$ cat src/rtl/vfd_hmi_pkg.sv
// Shared VFD/HMI definitions: ramp FSM state encoding and the
// frequency width/clamp defaults used by setpoint, ramp and display.
package vfd_hmi_pkg;

  localparam int FREQ_W_DEF   = 10;
  localparam int FREQ_MAX_DEF = 999;

  typedef enum logic [1:0] {
    ST_IDLE  = 2'd0,
    ST_ACCEL = 2'd1,
    ST_RUN   = 2'd2,
    ST_DECEL = 2'd3
  } ramp_state_e;

endpackage

$ cat src/rtl/ramp_tick_div.sv
// Ramp step timer: counts 1 ms ticks while enabled, fires on terminal count.
// Ports: clk/rst, tick (1 ms pulse), en, clr, tc (terminal) -> step_fire.
module ramp_tick_div (
  input  logic       clk,
  input  logic       rst,
  input  logic       tick,
  input  logic       en,
  input  logic       clr,
  input  logic [7:0] tc,
  output logic       step_fire
);

  logic [7:0] cnt;

  assign step_fire = en & tick & (cnt == tc);

  always_ff @(posedge clk or posedge rst) begin
    if (rst) begin
      cnt <= '0;
    end else if (clr || step_fire) begin
      cnt <= '0;
    end else if (en && tick) begin
      cnt <= cnt + 8'd1;
    end
  end

endmodule

$ cat src/rtl/freq_ramp_ctrl.sv
// Soft-start/soft-stop sequencer slewing freq_out toward the clamped setpoint.
// Ports: clk_sys, rst, pluse_ms, run, freq_set -> freq_out, at_speed, ramping,
// state. Macro FREQ_RAMP_ESTOP_EN adds the estop input and restart lockout.
module freq_ramp_ctrl
  import vfd_hmi_pkg::*;
#(
  parameter int FREQ_W   = FREQ_W_DEF,
  parameter int FREQ_MAX = FREQ_MAX_DEF,
  parameter int ACC_MS   = 10,
  parameter int DEC_MS   = 20,
  parameter int STEP     = 1
) (
  input  logic              clk_sys,
  input  logic              rst,
  input  logic              pluse_ms,
  input  logic              run,
`ifdef FREQ_RAMP_ESTOP_EN
  input  logic              estop,
`endif
  input  logic [FREQ_W-1:0] freq_set,
  output logic [FREQ_W-1:0] freq_out,
  output logic              at_speed,
  output logic              ramping,
  output logic [1:0]        state
);

  localparam logic [FREQ_W-1:0] FMAX   = FREQ_W'(FREQ_MAX);
  localparam logic [FREQ_W:0]   STEP_X = (FREQ_W+1)'(STEP);
  localparam logic [7:0]        ACC_TC = 8'(ACC_MS - 1);
  localparam logic [7:0]        DEC_TC = 8'(DEC_MS - 1);

  ramp_state_e       st, st_n;
  logic [FREQ_W-1:0] freq_n, target;
  logic [FREQ_W-1:0] up_sat, dn_sat;
  logic [FREQ_W:0]   up, dn;
  logic              run_ok, kill;
  logic              step_fire, clr, cnt_en;
  logic [7:0]        tc;

`ifdef FREQ_RAMP_ESTOP_EN
  // Set by estop, released only once run is seen low.
  logic lock;

  always_ff @(posedge clk_sys or posedge rst) begin
    if (rst) begin
      lock <= 1'b0;
    end else if (estop) begin
      lock <= 1'b1;
    end else if (!run) begin
      lock <= 1'b0;
    end
  end

  assign kill   = estop;
  assign run_ok = run & ~lock & ~estop;
`else
  assign kill   = 1'b0;
  assign run_ok = run;
`endif

  assign target = !run_ok ? '0 :
                  (freq_set > FMAX) ? FMAX : freq_set;

  // One spare bit so neither direction can wrap; a borrow means
  // the step passed zero, which is always below target.
  assign up     = {1'b0, freq_out} + STEP_X;
  assign dn     = {1'b0, freq_out} - STEP_X;
  assign up_sat = (up > {1'b0, target}) ? target : up[FREQ_W-1:0];
  assign dn_sat = (dn[FREQ_W] || (dn[FREQ_W-1:0] < target)) ?
                  target : dn[FREQ_W-1:0];

  assign cnt_en = (st == ST_ACCEL) || (st == ST_DECEL);
  assign tc     = (st == ST_DECEL) ? DEC_TC : ACC_TC;
  assign clr    = kill || (st_n != st);

  ramp_tick_div u_tick (
    .clk       (clk_sys),
    .rst       (rst),
    .tick      (pluse_ms),
    .en        (cnt_en),
    .clr       (clr),
    .tc        (tc),
    .step_fire (step_fire)
  );

  always_comb begin
    st_n   = st;
    freq_n = freq_out;
    unique case (st)
      ST_IDLE: begin
        freq_n = '0;
        if (target > freq_out) st_n = ST_ACCEL;
      end
      ST_ACCEL: begin
        if (freq_out == target)     st_n = ST_RUN;
        else if (target < freq_out) st_n = ST_DECEL;
        else if (step_fire)         freq_n = up_sat;
      end
      ST_RUN: begin
        if (target > freq_out)      st_n = ST_ACCEL;
        else if (target < freq_out) st_n = ST_DECEL;
      end
      ST_DECEL: begin
        if (freq_out == target)
          st_n = (target == '0) ? ST_IDLE : ST_RUN;
        else if (target > freq_out) st_n = ST_ACCEL;
        else if (step_fire)         freq_n = dn_sat;
      end
    endcase
    if (kill) begin
      st_n   = ST_IDLE;
      freq_n = '0;
    end
  end

  always_ff @(posedge clk_sys or posedge rst) begin
    if (rst) begin
      st       <= ST_IDLE;
      freq_out <= '0;
      at_speed <= 1'b0;
      ramping  <= 1'b0;
    end else begin
      st       <= st_n;
      freq_out <= freq_n;
      at_speed <= (st_n == ST_RUN) && (freq_n == target);
      ramping  <= (st_n == ST_ACCEL) || (st_n == ST_DECEL);
    end
  end

  assign state = st;

endmodule

$ cat config.mk
export PLATFORM = sky130hd
export DESIGN_NAME = freq_ramp_ctrl
export DESIGN_NICKNAME = d
export VERILOG_FILES = /design/src/rtl/vfd_hmi_pkg.sv /design/src/rtl/ramp_tick_div.sv /design/src/rtl/freq_ramp_ctrl.sv
export SDC_FILE = /design/constraint.sdc
export NUM_CORES = 1
export LEC_CHECK = 0
export CAP_MARGIN = 15
export CORE_ASPECT_RATIO = 0.9
export CORE_MARGIN = 4
export CORE_UTILIZATION = 50
export DETAILED_ROUTE_END_ITERATION = 7
export PLACE_DENSITY_LB_ADDON = 0.05
export REMOVE_ABC_BUFFERS = 1
export SYNTH_ARGS = -nofsm -noshare
export SYNTH_HDL_FRONTEND = slang
export SYNTH_SLANG_ARGS = --single-unit
$ cat constraint.sdc
create_clock -name clk_sys -period 4.4 [get_ports clk_sys]
set_clock_uncertainty 0.1 [all_clocks]
set_input_delay 0.44 -clock clk_sys [delete_from_list [all_inputs] [get_ports clk_sys]]
set_output_delay 0.44 -clock clk_sys [all_outputs]
set_load 0.02 [all_outputs]
==> out/results.md <==
| Metric | Reported | Unit |
| --- | --- | --- |
| Outcome | completed | - |
| GR Overflow Total | 0 | - |
| Number of setup violations in the final report | 0 | - |
| Via count of the first global-routing pass | 3238 | - |
| Max-capacitance violation count | 0 | - |
| Cell area after layout | 3870 | sq um |
| Via count of the routed design | 3533 | - |
| Final Max Tran Viols | 0 | - |
| Die X-Extent | 90.4 | um |
| Core Region | 5790 | sq um |
| Synth top area share | 0.172 | - |
| Fraction of the core area covered by cells at the end of the flow | 0.669 | - |
| Clock net sink count | 21 | - |
| Number of cells traversed by the worst register-to-register path | 17 | - |
| Total global routing track utilization | 0.291 | - |
| Cell with the largest stage delay on the worst path | sky130_fd_sc_hd__clkdlybuf4s50_1 | - |
| Setup Crit Path Kind | in -> reg | - |
| Count of yosys warnings during synthesis | 0 | - |
| Effective utilization at floorplan | 0.528 | - |
| Launch instance of the worst min-delay path | u_tick.cnt[7]$_DFFE_PP0P_ | - |
| Flops & latches, synth | 21 | - |
| Crit path time final | 4.24 | ns |
| Routed met3 length | 941 | um |
| Core Rows | 26 | - |
| Worst supply voltage drop on vdd | 288 | uV |
| Wire length on met2 | 4.75 | mm |
| Worst path arrival time | 4.32 | ns |
| Leading post-synthesis cells by instance count | sky130_fd_sc_hd__nor2_1, sky130_fd_sc_hd__ha_1, sky130_fd_sc_hd__nand2_1, sky130_fd_sc_hd__o21ai_0 | - |
| Routed Antenna Nets | 0 | - |
| H-tree depth reported by CTS | 1 | - |
| Delay contributed by the slowest stage of the critical path | 0.48 | ns |
| Sequential cell area fraction in the yosys report | 0.172 | - |
| WP data required | 4.47 | ns |
| Detailed-route vias per instance | 6.52 | - |
| Hold Path Depth | 2 | - |
| Chip height | 82.2 | um |
| Element type at the critical path end | register | - |
| EDFF count, synth | 0 | - |
| Worst-margin pin slew | 0.997 | ns |
| Power density relative to cell area | 405 | nW/um^2 |
| Post-synthesis instance total | 397 | - |
| Fraction of final layout cells with drive strength greater than 1 | 0.199 | - |
| Proportion of register bits with asynchronous set or reset after synthesis | 1.00 | - |
| Final GP Congestion | 1.00 | - |
| Capture endpoint of the worst hold path | u_tick.cnt[7]$_DFFE_PP0P_ | - |
| 1st-iter DRT viols | 404 | - |
| DP HPWL | 8.71 | mm |
| NumNets Final | 511 | - |
| First-pass DRT Iterations | 5 | - |
| Filler Cells Inserted | 535 | - |
| Portion of the clock cycle consumed by the worst path in the final layout | 0.964 | - |
| Type of element launching the critical path | primary input | - |
| Final routed wire length divided by cell count | 19.7 | um |
| Top flip-flop cell by instance count after synthesis | sky130_fd_sc_hd__dfrtp_1 | - |
| Bufs on Longest Clock Path | 2 | - |
| Leakage power | 0.00173 | uW |
| Count leader, synth | sky130_fd_sc_hd__nor2_1 | - |
| Path category of the worst min-delay check | reg -> reg | - |
| Mapped cell area | 3060 | sq um |
| Maximum net fanout on the critical path | 4 | - |
| Final Hold Viols | 0 | - |
| Number of port buffers | 27 | - |
| Leading cell types by total area after synthesis | sky130_fd_sc_hd__dfrtp_1, sky130_fd_sc_hd__ha_1, sky130_fd_sc_hd__xnor2_1, sky130_fd_sc_hd__o21ai_0, sky130_fd_sc_hd__nor2_1 | - |
| Number of remaining DRC errors | 0 | - |
| Post-synth cell types | 75 | - |
| Placed inst area | 3750 | sq um |
| Routed length on met1 | 4.78 | mm |
| Total length of routed wires | 10.7 | mm |
| IO Pins | 28 | - |
| Relative slew slack | 0.325 | - |
| Antenna cell count | 0 | - |
| Wire length of the first global-routing pass | 17.1 | mm |
| Reg-to-reg slack, setup | 0.25 | ns |
| Initial antenna violation count | 0 | - |
| Post-synthesis cell type with the largest combined area | sky130_fd_sc_hd__dfrtp_1 | - |
| Maximum number of pins on one net before global-route repair | 22 | - |
| Clock insertion delay at the later pin of the skew report | 0.26 | ns |
| Cell seen most often among critical-path stages | sky130_fd_sc_hd__nor2_1 | - |
| Die area | 7430 | sq um |
| Max Clk Rate | 0.236 | GHz |
| Critical path cell sequence | clkdlybuf4s50_1, nand4_1, nor2_2, nor2_1, nor2_1, ha_1, and3b_1, a2111o_1, maj3_2, a311oi_4, buf_4, nand2_1, o32a_1, nand3_2, xnor2_1, nand3_1, nor4_2 | - |
| Clock tree root buffer cell | sky130_fd_sc_hd__clkbuf_8 | - |
| CTS buffer count | 3 | - |
| Post-Syn Area per Cell | 7.70 | sq um |
| Post-CTS clock slew at the launch and capture registers of the worst setup and hold paths | 0.07 | ns |
| Highest metal used | met4 | - |
| Startpoint of the most critical register-to-register path | freq_out[2]$_DFF_PP0_ | - |
| Area growth, synth to finish | 26.8 | % |
| Clock tree from TritonCTS | done | - |
| R2R Path End | at_speed$_DFF_PP0_ | - |
[worst max-delay path, delay by kind of cell]
family / cells / cell delay, ns
simple gates: 9 / 1.40
xor+xnor: 1 / 0.12
compound gates: 3 / 1.07
buf+inv: 2 / 0.66
fa+ha+maj: 2 / 0.61
[state kept, by name, summed over array words and instances (netlist names)]
register	count
u_tick.cnt	8
state	2
freq_out	10
at_speed	1
[per-stage QoR]
step / cells / total power, uW / worst slack, ns / hold slack [ns] / TNS [ns]
after CTS: 539 / 1500 / 0.0610 / 0.462 / 0
after floorplan: 380 / 954 / 0.248 / 0.317 / 0
after global placement: 535 / 1350 / -0.143 / 0.431 / -0.161
final: 542 / 1570 / 0.157 / 0.468 / 0
after global routing: 542 / 1680 / -0.0163 / 0.507 / -0.0251
after detailed placement: 535 / 1370 / -0.187 / 0.443 / -0.589
[cells by family (layout without fill, tap and decap cells)]
family          count (synthesis)  count (layout)  share of synthesized area
xor+xnor                       27              27                     0.0774
buf+inv                        42             117                     0.0618
mux                             2               2                    0.00819
flops                          21              21                      0.172
fa+ha+maj                      26              26                      0.105
simple gates                  150             150                      0.274
compound gates                129             129                      0.302
[cells in the final DEF (no fill, tap or decap), drive strengths merged, types with 5 or more instances in the layout]
master         instances
dfrtp                 21
xor2                  11
nor3                  13
and2                   5
nor4                   6
o21a                   6
xnor2                 16
ha                    24
buf                   61
o21ai                 30
and3                  10
clkdlybuf4s50         27
o211ai                 9
nand4                  7
nand2                 24
a21oi                 21
a31oi                  6
inv                   23
a211oi                 9
nand3                 19
a21o                   7
nor2                  33
[power breakdown]
| group | leakage (uW) | internal (uW) | switching, uW |
|---|---|---|---|
| logic | 0.00144 | 482 | 677 |
| registers | 0.000269 | 227 | 58.1 |
| clock network | 0.0000228 | 64.5 | 59.9 |
[routing by layer]
layer / GRT usage / vias to the layer above
met4: 0.0688 / 0
met5: 0 / -
met2: 0.477 / 196
li1: - / 1651
met1: 0.407 / 1659
met3: 0.0444 / 27
[repair_timing]
item | in CTS | in global routing
hold buffers | 0 | 0
resized for setup | 0 | 14
setup buffers | 0 | 3
setup endpoints to repair | 0 | 9
[how the worst max path moves through the flow]
stage / start / to / slack, ns / depth (start not counted)
global placement: freq_set[6] / at_speed$_DFF_PP0_ / -0.14 / 16
CTS: freq_set[6] / at_speed$_DFF_PP0_ / 0.06 / 16
global route: freq_set[7] / at_speed$_DFF_PP0_ / -0.02 / 17
finish: freq_set[7] / at_speed$_DFF_PP0_ / 0.16 / 17
detailed placement: freq_set[6] / at_speed$_DFF_PP0_ / -0.19 / 16
floorplan: freq_out[4]$_DFF_PP0_ / at_speed$_DFF_PP0_ / 0.25 / 16
[cell type report]
class	count	area, sq um	area share
Inverter	25	93.8	0.0242
Tap cell	70	87.6	0.0226
Clock buffer	4	45.0	0.0116
Sequential cell	21	526	0.136
Timing Repair Buffer	88	728	0.188
Multi-Input combinational cell	334	2390	0.618
No activity file was read; power rests on OpenSTA's default activity.
==> edit, RTL diff (config.mk and constraints unchanged) <==
Add a define of `FREQ_RAMP_ESTOP_EN`.
--- a/src/rtl/freq_ramp_ctrl.sv
+++ b/src/rtl/freq_ramp_ctrl.sv
@@ -1,6 +1,8 @@
 // Soft-start/soft-stop sequencer slewing freq_out toward the clamped setpoint.
 // Ports: clk_sys, rst, pluse_ms, run, freq_set -> freq_out, at_speed, ramping,
 // state. Macro FREQ_RAMP_ESTOP_EN adds the estop input and restart lockout.
+`define FREQ_RAMP_ESTOP_EN
+
 module freq_ramp_ctrl
   import vfd_hmi_pkg::*;
 #(
Ports: changed (added estop); port bits go from 28 to 29. The function was not compared with the original's and may differ.
==> edit against the unedited design <==
Critical path depth shrank 1; register-to-register slack worse by 0.19 ns; critical path type is now reg2reg; final area up 24%; synthesized cell count is 19% higher; area after synthesis up 18%; sequential cell count grew 1; wire length rose by 40%; worst setup slack worse by 0.10 ns; global-route usage rose by 4.6 points.
Power is not compared: it rests on default switching activity, and its combinational part moved more than twofold at a synthesized area within 25%.
==> edit: results (changes against the unedited design) <==
GRT
  • Vias in the first global route: 4211 (+30%)
  • First-pass GRT wire length: 22.8 mm (+34%)
  • Largest net degree at the start of global routing: 23 (+4.5%)
  • GRT Overall Usage: 33.6% (+4.6 points)

CTS
  • Clk Latency, worst-skew pair: 0.27 ns
  • Clk root buf: clkbuf_8
  • Htree depth: 1 (unchanged)
  • Clk slew on worst S/H paths: 0.09 ns (+0.02 ns)
  • Longest Clk Path Bufs: 2 (unchanged)

Synthesis
  • Synth Instances: 474 (+19%)
  • Synth cell count leaders: 53 x nand2_1, 34 x nor2_1, 27 x ha_1, 24 x inv_1
  • Top area cells in the synthesized netlist: dfrtp_1 15%, ha_1 9.4%, nand2_1 5.5%
  • Fraction of registers with async set or reset after synthesis: 100% (unchanged)
  • Ys Warns: 0 (unchanged)
  • Share of the synthesized area in the top cell type: 15.2% (-2.0 points)
  • Distinct cells, synth: 102 (+36%)
  • Share of synthesized area occupied by flip-flops and latches: 15.2% (-2.0 points)

Drt
  • DR pass1 iterations: 6 (+1)
  • Vias/cell: 6.83 (+4.8%)
  • Drt first-iter violations: 523 (+29%)
  • Vias post-DR: 4596 (+30%)
  • Drt total wl: 15.0 mm (+40%)

Worst setup path
  • Arrival @ worst endpoint: 4.46 ns (+0.14 ns)
  • Critical path fanouts, max: 6 (+2)
  • Slowest cell on the critical path: a2111oi_0
  • Max stage delay on crit path: 0.48 ns (about the same)

Cells and area
  • Final nets: 623 (+22%)
  • Biggest regs: freq_out (10), u_tick.cnt (8)
  • Ant. Diodes: 0 (unchanged)
  • Layout cells sized above 1: 28.6% (+8.7 points)

Place
  • Port Buf Inserts: 28 (+3.7%)
  • Gpl congestion: 1.09 (+9.3%)
  • DPL Wire Length: 11.9 mm (+36%)
  • Placed cell count: 665 (+24%)
  • Pre-CTS setup slack: -0.286 ns (-0.0992 ns)
  • Area post-placement: 0.00457 mm^2 (+22%)

Pwr
  • Max VDD drop: 0.134 mV
  • Leakage power: 2.05 nW

Hold path
  • Class of the worst hold path: reg2reg

Timing
  • Least-Margin Pin Slew: 0.927 ns (-0.0709 ns)

Status
  • Outcome: finished, final reports clean
[edit: what timing repair did]
item / 4_1_cts / 5_1_grt
setup buffers: 2 / 2
resized for setup: 3 / 30
pin swaps: 2 / 3
endpoints found under the setup margin: 1 / 10
[edit: cell type report]
type,count,area (um^2)
tap,93,116
clock inverter,1,30.0
inverter,28,108
clock buffer,3,41.3
multi-input combinational,402,2930
timing repair buffer,124,1010
fill,612,2240
sequential,22,558
[edit: final timing paths]
check	from	endpoint	slack, ns	cells after the start
hold reg to reg	lock$_DFFE_PP0P_	lock$_DFFE_PP0P_	0.52	2
max in group asynchronous	rst	freq_out[2]$_DFF_PP0_	3.00	2
setup reg to reg	freq_out[2]$_DFF_PP0_	at_speed$_DFF_PP0_	0.06	16
hold / removal	lock$_DFFE_PP0P_	lock$_DFFE_PP0P_	0.52	2
min in group asynchronous	rst	u_tick.cnt[7]$_DFFE_PP0P_	0.58	2
setup / recovery	freq_out[2]$_DFF_PP0_	at_speed$_DFF_PP0_	0.06	16
[edit: cells by family after synthesis]
kind of cell	after synthesis	synth area share, %
buf+inv	50	7.14
flops	22	15.2
fa+ha+maj	28	9.66
compound gates	153	31.9
xor+xnor	25	6.27
simple gates	190	28.0
mux	6	1.73
[edit: power by group]
| part | switching [mW] | total [mW] | internal, mW |
|---|---|---|---|
| sequential | 0.00615 | 0.214 | 0.208 |
| combinational | 0.241 | 0.411 | 0.170 |
| clock | 0.0769 | 0.199 | 0.122 |
[edit: critical path, delay by kind of cell (launching register included)]
| kind | cells | cell delay [ns] |
|---|---|---|
| adder cells (fa/ha/maj) | 1 | 0.32 |
| flip-flops | 1 | 0.46 |
| AND/OR/NAND/NOR | 7 | 1.62 |
| AO/OA/AOI/OAI | 6 | 1.44 |
| buffers and inverters | 2 | 0.34 |
[edit: routing by layer]
metal	vias up	share of wire, %	global-route usage [%]
li1	2012	-	-
met1	2120	40	44.3
met2	365	43	54.4
met3	99	11	5.99
met4	0	6.4	15.5
met5	-	0	0
[edit: metrics by stage]
step	power (mW)	setup TNS, ns
4_1_cts	0.795	0
2_1_floorplan	0.415	0
6_report	0.824	0
3_3_place_gp	0.589	-0.262
5_1_grt	0.856	-0.0521
3_5_place_dp	0.592	-0.292
